## config.mk

```make
export PLATFORM = sky130hd
export DESIGN_NAME = parity_serial_tx
export DESIGN_NICKNAME = d
export VERILOG_FILES = /design/src/rtl/parity_serial_tx.sv
export SDC_FILE = /design/constraint.sdc
export NUM_CORES = 1
export LEC_CHECK = 0
export ABC_CLOCK_PERIOD_IN_PS = 1600
export CAP_MARGIN = 30
export CORE_MARGIN = 2
export CORE_UTILIZATION = 46
export CTS_BUF_LIST = sky130_fd_sc_hd__clkbuf_16
export DETAILED_ROUTE_END_ITERATION = 7
export GPL_TIMING_DRIVEN = 0
export PLACE_DENSITY = 0.85
export SETUP_SLACK_MARGIN = 0.02
export SLEW_MARGIN = 10
export SYNTH_ARGS = -nofsm -noshare
export SYNTH_HDL_FRONTEND = slang
export SYNTH_SLANG_ARGS = --single-unit
```

## constraint.sdc

```tcl
create_clock -name clk -period 1.6 [get_ports clk]
set_input_delay 0.16 -clock clk [delete_from_list [all_inputs] [get_ports clk]]
set_output_delay 0.16 -clock clk [all_outputs]
set_load 0.01 [all_outputs]
```

## src/rtl/parity_serial_tx.sv

```systemverilog
// Serial frame transmitter: start bit, DATA_W data bits LSB first, even/odd parity, stop bit.
// Parity is accumulated one data bit per slot, so the word width is not limited by a wide XOR tree.
module parity_serial_tx #(
  parameter int DATA_W     = 8,
  parameter int BIT_CYCLES = 4
) (
  input  logic              clk,
  input  logic              rst,
  input  logic [DATA_W-1:0] in_data,
  input  logic              in_valid,
  input  logic              odd_sel,
  output logic              in_ready,
  output logic              tx,
  output logic              busy,
  output logic              done
);

  localparam int CYC_W = (BIT_CYCLES > 1) ? $clog2(BIT_CYCLES) : 1;
  localparam int BIT_W = (DATA_W > 1) ? $clog2(DATA_W) : 1;
  localparam logic [CYC_W-1:0] CYC_LAST = CYC_W'(BIT_CYCLES - 1);
  localparam logic [BIT_W-1:0] BIT_LAST = BIT_W'(DATA_W - 1);

  typedef enum logic [2:0] {
    S_IDLE   = 3'd0,
    S_START  = 3'd1,
    S_DATA   = 3'd2,
    S_PARITY = 3'd3,
    S_STOP   = 3'd4
  } state_t;

  state_t              r_state;
  logic [CYC_W-1:0]    r_cyc;
  logic [BIT_W-1:0]    r_bit;
  logic [DATA_W-1:0]   r_shift;
  logic                r_acc;
  logic                r_odd;
  logic                r_tx;
  logic                r_busy;
  logic                r_done;

  state_t              w_state_next;
  logic [CYC_W-1:0]    w_cyc_next;
  logic [BIT_W-1:0]    w_bit_next;
  logic [DATA_W-1:0]   w_shift_next;
  logic                w_acc_next;
  logic                w_odd_next;
  logic                w_slot_end;
  logic                w_tx_next;
  logic                w_busy_next;
  logic                w_done_next;

  assign in_ready   = (r_state == S_IDLE) && !rst;
  assign w_slot_end = (r_cyc == CYC_LAST);
  assign tx         = r_tx;
  assign busy       = r_busy;
  assign done       = r_done;

  always_ff @(posedge clk) begin
    if (rst) begin
      r_state <= S_IDLE;
      r_cyc   <= '0;
      r_bit   <= '0;
      r_shift <= '0;
      r_acc   <= 1'b0;
      r_odd   <= 1'b0;
      r_tx    <= 1'b1;
      r_busy  <= 1'b0;
      r_done  <= 1'b0;
    end else begin
      r_state <= w_state_next;
      r_cyc   <= w_cyc_next;
      r_bit   <= w_bit_next;
      r_shift <= w_shift_next;
      r_acc   <= w_acc_next;
      r_odd   <= w_odd_next;
      r_tx    <= w_tx_next;
      r_busy  <= w_busy_next;
      r_done  <= w_done_next;
    end
  end

  always_comb begin
    w_state_next = r_state;
    w_cyc_next   = r_cyc;
    w_bit_next   = r_bit;
    w_shift_next = r_shift;
    w_acc_next   = r_acc;
    w_odd_next   = r_odd;
    if (r_state != S_IDLE) begin
      w_cyc_next = w_slot_end ? '0 : r_cyc + CYC_W'(1);
    end
    case (r_state)
      S_IDLE: begin
        if (in_valid && in_ready) begin
          w_state_next = S_START;
          w_shift_next = in_data;
          w_odd_next   = odd_sel;
          w_acc_next   = 1'b0;
          w_bit_next   = '0;
          w_cyc_next   = '0;
        end
      end
      S_START: begin
        if (w_slot_end) w_state_next = S_DATA;
      end
      S_DATA: begin
        // Fold the bit just sent into the parity before shifting it out.
        if (w_slot_end) begin
          w_shift_next = r_shift >> 1;
          w_acc_next   = r_acc ^ r_shift[0];
          if (r_bit == BIT_LAST) begin
            w_bit_next   = '0;
            w_state_next = S_PARITY;
          end else begin
            w_bit_next = r_bit + BIT_W'(1);
          end
        end
      end
      S_PARITY: begin
        if (w_slot_end) w_state_next = S_STOP;
      end
      S_STOP: begin
        if (w_slot_end) w_state_next = S_IDLE;
      end
      default: w_state_next = S_IDLE;
    endcase
  end

  // Line outputs are registered, so they are decoded from the upcoming state.
  always_comb begin
    w_tx_next   = 1'b1;
    w_busy_next = (w_state_next != S_IDLE);
    w_done_next = (w_state_next == S_STOP) && (w_cyc_next == CYC_LAST);
    case (w_state_next)
      S_START:  w_tx_next = 1'b0;
      S_DATA:   w_tx_next = w_shift_next[0];
      S_PARITY: w_tx_next = w_acc_next ^ w_odd_next;
      default:  w_tx_next = 1'b1;
    endcase
  end

endmodule
```

==> results.md, run 1 <==
* Most used flip-flop cell after synthesis: dfxtp_1
* Clock buffer depth at 2
* Number of port buffers at 15
* Yosys reg bits at 21
* Worst Path Required at 1730 ps
* Gr ovfl total at 0
* Failing checks: setup timing
* Register area share after synthesis at 0.424
* Chip height at 50.4 um
* Hold buffer count at cts at 0
* Overall die area at 2540 um2
* Fill cells at 157
* GPL Wtd Cong at 0.866
* Startpoint Class: flop
* Relative slew slack at 0.692
* # DRC at 0
* Fin util at 0.688
* Final Setup Violations at 1
* Hold Slack at 383 ps
* Num CTS Buffers at 3
* Clk_skew at 3.94 ps
* Critical path capture point type: flop
* Area of the multi-input gates at 579 um2
* CP Class: reg -> reg
* Remaining antenna violation count at 0
* RSZ-0062 raised after global routing: yes
* Post-Syn Area per Cell at 8.63 um2
* Actual slew at the worst max-slew pin at 463 ps
* Final Slew Violations at 0
* Post-synth EDFFs at 0
* # rows at 16
* Arr. time, crit path at 1770 ps
* Design area at 1380 um2
* Final WS setup at -40.9 ps
* Final HPWL DP at 1.54 mm
* Max-Cap Viols at 0
* Starting density of the core at 0.496
* Largest net degree at the start of global routing at 13
* Layout area overhead at 38.7%
* Post-synth cell types at 30
* Commonest cells post-synth: dfxtp_1, a21oi_1, nand2_1
* Chip width at 50.4 um
* Largest area contributor in the netlist: dfxtp_1
* Synth top area share at 0.424
* Ant. Diodes at 0
* Vias in the first global route at 880
* Pleak at 0.532 nW
* Clk slew on worst S/H paths at 60 ps
* First-pass GRT wire length at 3.68 mm
* YS warnings at 0
* Worst-Skew Late Latency at 260 ps
* Syn Nets at 130
* Final Cycle Share at 1.03
* F_max at 0.609 GHz
* Initial antenna violation count at 0
* DR vias at 938
* Top-count cell post-synth: dfxtp_1
* Fraction of registers with async set/reset at 0
* Crit path max fanout at 9
* FF+latch area at 430 um2
* CTS Sinks at 21
* I/O Pins at 16
* Mapped cell area at 992 um2
* Synth area leaders: dfxtp_1, a21oi_1, nand2_1
* Clock Tree Root: clkbuf_16
* Run status: finished, violations left
* Drt via density at 5.62
* Tmin final at 1640 ps
* PwrDens at 902 nW/um2
* GRT Total Usage at 0.195
* Final wirelength at 2.45 mm
* Post-synthesis instance total at 115
* CTS tree: yes
* Max VDD drop at 0.000680 V
* Htree depth at 1
* Hold Fails Final Rpt at 0
* Starting DRT DRC Count at 33
* Post-DP Area at 1180 um2
* Core Area at 2000 um2
* Drt first pass iters at 4
* Layout cell share with drive strength beyond 1 at 0.221
* WL per Instance at 14.7 um
* Final net count at 156
* Hold Crit Class: in -> reg
==> cell type report <==
type                    instances  area share
multi-input cells              87       0.421
repair buffers                 22       0.148
clock buffers                   3      0.0545
flip-flops and latches         21       0.313
well taps                      27      0.0245
clock inverters                 1     0.00364
plain buffers                   6      0.0355
==> logic make-up (layout without fill, tap and decap cells) <==
logic type,Yosys count,after routing,synth area share
multiplexers,2,2,0.0202
AND/OR/NAND/NOR,51,51,0.282
flip-flops,21,21,0.424
buffers and inverters,7,32,0.0391
adder cells (fa/ha/maj),3,3,0.0378
AO/OA/AOI/OAI,31,31,0.197
==> per-stage QoR <==
| stage | power, mW | cells | setup slack (ps) | setup TNS, ps |
|---|---|---|---|---|
| floorplan | 0.636 | 115 | -50.7 | -50.7 |
| global placement | 0.692 | 157 | -340 | -2450 |
| detailed placement | 0.698 | 157 | -348 | -2810 |
| CTS | 1.22 | 163 | -137 | -137 |
| global route | 1.28 | 167 | -114 | -114 |
| finish | 1.24 | 167 | -40.9 | -40.9 |
==> final timing paths <==
path                                               from                       to  slack (ps)  cells after the start
worst min register to register  r_shift[1]$_SDFFE_PP0P_  r_shift[1]$_SDFFE_PP0P_         450                      2
worst min-delay path                                rst            tx$_SDFF_PP1_         380                      3
worst max register to register    r_state[1]$_SDFF_PP0_            tx$_SDFF_PP1_         -40                      6
worst max-delay path              r_state[1]$_SDFF_PP0_            tx$_SDFF_PP1_         -40                      6
==> layer usage <==
metal | track usage | wire, um
met4 | 0.113 | 27
met2 | 0.364 | 1280
met3 | 0.0268 | 169
met5 | 0 | 0
met1 | 0.207 | 975
==> cell usage in the layout, fill, tap and decap left out, drive strengths merged, types with 2 or more instances in the layout <==
master	count
a21oi	18
a22oi	6
and2	2
buf	11
clkbuf	5
clkdlybuf4s50	13
dfxtp	21
ha	3
mux2i	2
nand2	16
nand2b	2
nand3	4
nand3b	3
nor2	11
nor2b	3
nor3	3
nor4b	2
==> registers in the layout, indices dropped and copies added (netlist names) <==
name     cells
busy         1
done         1
r_acc        1
r_bit        3
r_cyc        2
r_odd        1
r_shift      8
r_state      3
tx           1
==> critical path: stages (launching register included) <==
cell and delay [ps]:
dfxtp_4 380, nor4_4 280, buf_4 190, a21oi_4 70
a221o_1 340, o31ai_2 180, a32oi_1 80
==> report_power, final <==
| group | switching [mW] | total (mW) | leakage (nW) | internal (mW) |
|---|---|---|---|---|
| clock | 0.194 | 0.530 | 0.0409 | 0.336 |
| sequential | 0.0131 | 0.554 | 0.173 | 0.541 |
| combinational | 0.0714 | 0.157 | 0.318 | 0.0855 |
==> what timing repair did <==
action / in CTS / in global routing
pin swaps: 1 / 5
endpoints found under the setup margin: 4 / 14
resized for setup: 6 / 21
buffers inserted: 2 / 5
(Power assumes the default switching activity.)
==> run 2, diff against run 1 <==
CTS_CLUSTER_SIZE = 40   (was unset)
RECOVER_POWER = 100   (was unset)
==> results.md, run 2 (synthesized netlist as in run 1, its figures left out) <==
* Htree depth at 1
* Startpoint Class: flop
* Gr ovfl total at 0
* Post-DP Area at 1180 um2
* Pleak at 0.523 nW
* Final Setup Violations at 1
* Initial antenna violation count at 0
* Depth of the worst hold-timing path at 3
* Final wirelength at 2.45 mm
* Max VDD drop at 0.000680 V
* Design area at 1370 um2
* Largest regs: r_shift (8), r_bit (3), r_state (3)
* HP Start: rst
* Final WS setup at -40.9 ps
* Arr. time, crit path at 1770 ps
* Hold Fails Final Rpt at 0
* Failing checks: setup timing
* Overall die area at 2540 um2
* First-pass GRT wire length at 3.68 mm
* Clk_skew at 3.94 ps
* Chip height at 50.4 um
* Drt via density at 5.62
* Overall Power at 1.24 mW
* F_max at 0.609 GHz
* Layout area overhead at 37.8%
* GRT met1 Usage at 0.207
* # DRC at 0
* CP Class: reg -> reg
* Hold Slack at 345 ps
* Worst Path Required at 1730 ps
* Commonest non-fill, non-tap cells in the layout: dfxtp_1, a21oi_1, nand2_1
* Final net count at 156
* CTS tree: yes
* GRT met3 Usage at 0.0268
* Max reg flops at 8
* Actual slew at the worst max-slew pin at 462 ps
* Clock buffer depth at 2
* Starting density of the core at 0.496
* CTS Sinks at 21
* Hold Crit Class: in -> reg
* R2r worst-path depth at 6
* Drt first pass iters at 4
* Crit path max fanout at 9
* Chip width at 50.4 um
* Worst-Skew Late Latency at 260 ps
* CP startpoint: r_state[1]$_SDFF_PP0_
* Busiest grt layer: met2
* Remaining antenna violation count at 0
* Reg2reg end: tx$_SDFF_PP1_
* Run status: finished, violations left
* Largest net degree at the start of global routing at 13
* Tmin final at 1640 ps
* Dpl cells at 157
* WL per Instance at 14.7 um
* Num CTS Buffers at 3
* DR vias at 938
* Number of port buffers at 15
* Met2 Use GR at 0.364
* Largest register by flop count: r_shift
* RSZ-0062 raised after global routing: yes
* Layout cell share with drive strength beyond 1 at 0.221
* Worst r2r src: r_state[1]$_SDFF_PP0_
* Layout Cells excl Fill at 167
* Final HPWL DP at 1.54 mm
* # rows at 16
* Clk slew on worst S/H paths at 60 ps
* Starting DRT DRC Count at 33
* GPL Wtd Cong at 0.866
* Core Area at 2000 um2
* Relative slew slack at 0.692
* Dpl ws at -348 ps
* Final Cycle Share at 1.03
* Vias in the first global route at 880
* R2r setup slk at -40 ps
* Clock Tree Root: clkbuf_16
* Ant. Diodes at 0
* Critical path capture point type: flop
* Hold Path Sink: tx$_SDFF_PP1_
* Most common cell after layout, fill and taps aside: dfxtp_1
* Hold buffer count at cts at 0
* Final Slew Violations at 0
* I/O Pins at 16
* Max-Cap Viols at 0
* PwrDens at 906 nW/um2
* GRT Total Usage at 0.195
-- run 2: cell count changes in the layout (fill, tap and decap cells not counted) --
cell | before | now
clkdlybuf4s50_1 | 13 | 11
dlygate4sd3_1 | 0 | 2
clkbuf_1 | 2 | 3
dlymetal6s2s_1 | 1 | 0
-- run 2: worst max path at each step --
stage | endpoint | slack, ps
6_report | tx$_SDFF_PP1_ | -40
4_1_cts | tx$_SDFF_PP1_ | -140
2_1_floorplan | tx$_SDFF_PP1_ | -50
5_1_grt | tx$_SDFF_PP1_ | -110
3_5_place_dp | tx$_SDFF_PP1_ | -350
3_3_place_gp | tx$_SDFF_PP1_ | -340
-- run 2: routing by layer --
metal / vias to the layer above / share of wire / wire length [um]
li1: 465 / - / -
met4: 0 / 0.011 / 27
met3: 3 / 0.069 / 168
met1: 424 / 0.40 / 976
met5: - / 0 / 0
met2: 46 / 0.52 / 1280
-- run 2: metrics by stage --
step / util / setup TNS (ps)
3_5_place_dp: 0.588 / -2810
3_3_place_gp: 0.588 / -2450
2_1_floorplan: - / -50.7
5_1_grt: 0.683 / -114
4_1_cts: 0.644 / -137
6_report: 0.683 / -40.9
-- run 2: power by group --
| part | total (mW) | leakage [nW] | internal [mW] | switching (mW) |
|---|---|---|---|---|
| logic | 0.154 | 0.308 | 0.0830 | 0.0714 |
| registers | 0.554 | 0.173 | 0.541 | 0.0130 |
| clock network | 0.530 | 0.0409 | 0.336 | 0.194 |
| total | 1.24 | 0.523 | 0.960 | 0.279 |
-- run 2: layout make-up --
| cell class | instances | area (um2) |
|---|---|---|
| Sequential cell | 21 | 430 |
| Tap cell | 27 | 33.8 |
| Multi-Input combinational cell | 87 | 579 |
| Fill cell | 157 | 634 |
| Buffer | 6 | 48.8 |
| Timing Repair Buffer | 22 | 195 |
| Clock buffer | 3 | 75.1 |
| Clock inverter | 1 | 5.00 |
-- run 2: timing repair --
item                                    in CTS  in global routing
setup buffers                                2                  5
endpoints found under the setup margin       4                 14
pin swaps                                    1                  5
gates resized for setup                      6                 21
-- run 2: worst max-delay path, cell delays in order, from the launching register on --
cell,delay [ps]
dfxtp_4,380
nor4_4,280
buf_4,190
a21oi_4,70
a221o_1,340
o31ai_2,180
a32oi_1,80
==> run 3, diff against run 2 <==
GPL_ROUTABILITY_DRIVEN = 0   (was unset)
==> results of run 3 <==
No change in the layout: final DEF, timing and power equal those of run 2.
==> edit 1 (flow settings as in run 2) <==
Encoding of `state_t`: now one-hot (5 bits for 5 states).
--- a/src/rtl/parity_serial_tx.sv
+++ b/src/rtl/parity_serial_tx.sv
@@ -21,10 +21,10 @@
   localparam logic [BIT_W-1:0] BIT_LAST = BIT_W'(DATA_W - 1);
 
-  typedef enum logic [2:0] {
-    S_IDLE   = 3'd0,
-    S_START  = 3'd1,
-    S_DATA   = 3'd2,
-    S_PARITY = 3'd3,
-    S_STOP   = 3'd4
+  typedef enum logic [4:0] {
+    S_IDLE   = 5'b00001,
+    S_START  = 5'b00010,
+    S_DATA   = 5'b00100,
+    S_PARITY = 5'b01000,
+    S_STOP   = 5'b10000
   } state_t;
 
Check against the original RTL: same outputs for any inputs over 10 cycles, from zero or initial values and one cycle with rst high; not proved beyond that.
==> edit 1 against run 2 <==
  * Design area is 28% higher
  * Total power is 15% higher
  * Synthesized cell count up 16%
  * Clock power is 1% higher
  * Setup slack better by 0.073 ns
  * Wire length rose by 21%
  * Sequential share of layout area is 4.9 points lower
  * Clock skew fell by 0.0016 ns
  * Count of clock-buffer cells in the layout is the same
  * Fmax rose by 4.7%
  * Area after synthesis is 26% higher
  * Sequential cell count grew 2
  * Critical path type unchanged
  * Largest power group unchanged
==> edit 1: results (changes against run 2) <==
| Metric | Value |
|---|---|
| Placed cell area | `0.001426 mm^2 (was 0.001176 mm^2)` |
| Layout cells sized above 1 | `0.3902 (was 0.2214)` |
| First-pass GRT wire length | `4698 um (was 3684 um)` |
| Regs by FF count | `r_shift x8, r_state x5, r_bit x3 (was r_shift x8, r_bit x3, r_state x3)` |
| DRT iter0 DRCs | `29 (was 33)` |
| Seq. pwr | `0.616 mW (was 0.554 mW)` |
| Met1 WL | `1208 um (was 976 um)` |
| Post-synthesis xor/xnor area fraction | `0.01406 (was 0)` |
| Leakage Power | `0.6529 nW (was 0.5225 nW)` |
| Synth Area in Adders | `0.03012 (was 0.03783)` |
| Synth Area in Compound Gates | `0.2500 (was 0.1967)` |
| Mux contribution to synthesized area | `0.008032 (was 0.02018)` |
| Power Internal | `1.081 mW (was 0.9601 mW)` |
| M2 GR Usage | `0.3311 (was 0.3640)` |
| Mapped Nets | `148 (was 130)` |
| Library cells used by synthesis | `52 (was 30)` |
| Met3 wire len | `105 um (was 168 um)` |
| Detail Placement HPWL | `1820 um (was 1544 um)` |
| Fin cells | `194 (was 167)` |
| Setup slack at placement | `-0.3803 ns (was -0.3480 ns)` |
| Gr usage total | `0.1865 (was 0.1955)` |
| Post-Syn Instances | `133 (was 115)` |
| Status | `complete, no violations (was complete, but fails checks)` |
| Average wire per cell in the routed design | `15.23 um (was 14.67 um)` |
| Vias in the first global route | `1,078 (was 880)` |
| Resized cells post-CTS | `17 (was 6)` |
| Nets | `180 (was 156)` |
| Port bufs | `14 (was 15)` |
| Met1 GRT Util | `0.2157 (was 0.2075)` |
| Critical Path AT | `1.70 ns (was 1.77 ns)` |
| Clk pwr | `0.536 mW (was 0.530 mW)` |
| Max VDD drop | `0.0007267 V (was 0.0006796 V)` |
| Routed vias | `1,161 (was 938)` |
| Post-synth top cells | `23 x dfxtp_1, 13 x a22oi_1, 13 x nor2_1 (was 21 x dfxtp_1, 17 x a21oi_1, 16 x nand2_1)` |
| GP Congestion | `0.7966 (was 0.8656)` |
| Largest net degree at the start of global routing | `14 (was 13)` |
| Max_slew headroom | `0.6735 (was 0.6918)` |
| Register area share after synthesis | `0.3695 (was 0.4237)` |
| Sw frac | `0.2402 (was 0.2249)` |
==> edit 1: cell type report <==
class                      count  area (um^2)
multi-input combinational     95        804.5
fill                         210        768.2
sequential                    23        465.4
timing repair buffer          28        269.0
buffer                         9        78.83
clock buffer                   3        75.07
tap                           30        37.54
inverter                       5        18.77
clock inverter                 1        5.005
==> edit 1: critical path: cells and delay by family, from the launching register on <==
| family | cells | cell delay [ns] |
|---|---|---|
| buffers and inverters | 3 | 0.47 |
| flip-flops | 1 | 0.33 |
| multiplexers | 1 | 0.19 |
| AND/OR/NAND/NOR | 3 | 0.44 |
==> edit 1: final timing paths <==
path | slack (ns) | endpoint | cells after the start | from
worst max-delay path | 0.03 | r_odd | 7 | r_state[0]
worst min-delay path | 0.35 | r_state[4] | 2 | rst
worst max register to register | 0.03 | r_odd | 7 | r_state[0]
worst min register to register | 0.46 | r_shift[2] | 2 | r_shift[2]
==> edit 2 (flow settings as in run 2) <==
Without the edit above. `BIT_CYCLES`: 4 -> 16.
--- a/src/rtl/parity_serial_tx.sv
+++ b/src/rtl/parity_serial_tx.sv
@@ -3,5 +3,5 @@
 module parity_serial_tx #(
   parameter int DATA_W     = 8,
-  parameter int BIT_CYCLES = 4
+  parameter int BIT_CYCLES = 16
 ) (
   input  logic              clk,
Function: changed (Yosys sat finds a counterexample within 10 cycles, from zero or initial values and one cycle with rst high).
==> edit 2 against run 2 <==
  * Total power up 3.6%
  * Sequential cell count increased by 2
  * Design area increased by 9.0%
  * Fmax rose by 4.7%
  * Critical path depth decreased by 1
  * Setup slack improved by 0.074 ns
  * Synthesized cell count is 7.8% higher
  * First-iteration DRC count up 24%
  * Sequential power up 7.9%
  * Area after synthesis grew 12%
  * Wire length up 12%
  * Global-route usage up 2.3 points
==> edit 2: results (changes against run 2) <==
| Metric | Value |
|---|---|
| Max stage delay on crit path | `0.38 ns (about the same)` |
| Worst min-delay path class | `input pin to flip-flop (unchanged)` |
| Worst skew pair latency | `0.25 ns` |
| Detail Placement HPWL | `1736 um (was 1544 um)` |
| Vias in the first global route | `1,015 (was 880)` |
| Post-synth top cells | `23 x dfxtp_1, 14 x a21oi_1, 12 x nand2_1 (was 21 x dfxtp_1, 17 x a21oi_1, 16 x nand2_1)` |
| Max_slew headroom | `0.6380 (was 0.6918)` |
| Status | `complete, no violations (was complete, but fails checks)` |
| Clk tree area frac | `0.05290 (was 0.05855)` |
| #MultiIn Comb | `88 (was 87)` |
| Root buffer cell | `clkbuf_16 (unchanged)` |
| Max VDD drop | `0.0008775 V (was 0.0006796 V)` |
| Leakage Power | `0.5587 nW (was 0.5225 nW)` |
| Crit path max fanout | `8 (was 9)` |
| Layout cells sized above 1 | `0.2148 (was 0.2214)` |
| Regs by FF count | `r_shift x8, r_cyc x4 (was r_shift x8, r_bit x3, r_state x3)` |
| Fill count | `190 (was 157)` |
| Hold Path Origin | `rst (unchanged)` |
| CTS clk-pin slew, worst paths | `0.06 ns (about the same)` |
| Hold depth | `2 (was 3)` |
| Signal inverters | `5 (was 0)` |
| Post-synthesis xor/xnor area fraction | `0.007883 (was 0)` |
| Reg2Reg Depth | `5 (was 6)` |
| Non-CTS buffers | `29 (was 28)` |
| Sw frac | `0.2171 (was 0.2249)` |
| Seq. pwr | `0.598 mW (was 0.554 mW)` |
| Ys async rst share | `0 (unchanged)` |
| Mapped Nets | `139 (was 130)` |
| Synthesis Warnings | `0 (unchanged)` |
| CP top delay family | `simple AND/OR/NAND/NOR gates (was compound AO/OA/AOI/OAI gates)` |
| GP Congestion | `0.7899 (was 0.8656)` |
| First-pass GRT wire length | `4395 um (was 3684 um)` |
| Synth Area in Adders | `0.03378 (was 0.03783)` |
| Critical Path AT | `1.69 ns (was 1.77 ns)` |
| Clock skew | `0.003912 ns (was 0.003944 ns)` |
| Mux contribution to synthesized area | `0.01914 (was 0.02018)` |
| Multi-input gate area | `625.6 um^2 (was 579.3 um^2)` |
| Synth Area in Compound Gates | `0.2095 (was 0.1967)` |
| Max Root-Sink Buffers | `2 (unchanged)` |
| Library cells used by synthesis | `40 (was 30)` |
| Yosys reg bits | `23 (was 21)` |
| Gr usage total | `0.2187 (was 0.1955)` |
| Sequential portion of the cell area | `0.3157 (was 0.3147)` |
| Clk pwr | `0.528 mW (was 0.530 mW)` |
| Register area share after synthesis | `0.4144 (was 0.4237)` |
| Initial antenna violation count | `0 (unchanged)` |
| Routed vias | `1,070 (was 938)` |
| DRT iter0 DRCs | `41 (was 33)` |
| H-tree depth | `1 (unchanged)` |
| Nets | `165 (was 156)` |
| Area contributors post-synth | `dfxtp_1 41%, a21oi_1 6.3%, a22oi_1 6.1% (was dfxtp_1 42%, a21oi_1 8.6%, nand2_1 6.1%)` |
| Ant. Diodes | `0 (unchanged)` |
| Buffer share of cell area | `0.1755 (was 0.1784)` |
| Average wire per cell in the routed design | `15.50 um (was 14.67 um)` |
edit 2: cell types whose count changed in the layout (fill, tap and decap cells not counted), moves of 2 or more:
cell,change
inv_1,+5
a21oi_1,-3
a22oi_1,+2
and4_1,+2
dfxtp_1,+2
nand2_1,-2
nand2b_1,-2
nor4b_1,-2
edit 2: stage by stage:
| stage | hold WS [ns] | area (um^2) | setup slack [ns] | std cells | utilization |
|---|---|---|---|---|---|
| final | 0.4179 | 1490 | 0.03288 | 177 | 0.6609 |
| after global routing | 0.4211 | 1490 | -0.03163 | 177 | 0.6609 |
| after CTS | 0.4085 | 1436 | 0.02001 | 174 | 0.6371 |
| after detailed placement | 0.4467 | 1300 | -0.3366 | 167 | 0.5766 |
| after global placement | 0.4404 | 1300 | -0.2818 | 167 | 0.5766 |
| after floorplan | 0.2409 | 1115 | 0.04119 | 124 | - |
edit 2: cell families (layout without fill, tap and decap cells):
family	count (synthesis)	after routing
buffers and inverters	13	38
AO/OA/AOI/OAI	35	35
multiplexers	2	2
adder cells (fa/ha/maj)	3	3
XOR/XNOR	1	1
flip-flops	23	23
AND/OR/NAND/NOR	47	47
edit 2: worst paths after layout:
check	endpoint	slack (ns)
max	r_shift[0]	0.03
min	r_state[0]	0.42
max reg2reg	r_shift[0]	0.03
min reg2reg	r_shift[2]	0.45
edit 2: metal layers:
layer / routed length, um / vias to the layer above / GRT usage
met5: 0 / - / 0
met4: 102 / 0 / 0.1111
met3: 175 / 15 / 0.06215
met2: 1413 / 39 / 0.4083
met1: 1053 / 512 / 0.2166
li1: - / 504 / -
edit 2: repair_timing:
| item | CTS | global route |
|---|---|---|
| pin swaps | 2 | 4 |
| setup endpoints to repair | 16 | 15 |
| endpoints found under the hold margin | 0 | 0 |
| cloned | 0 | 1 |
| buffers inserted | 4 | 2 |
| gates resized for setup | 13 | 10 |
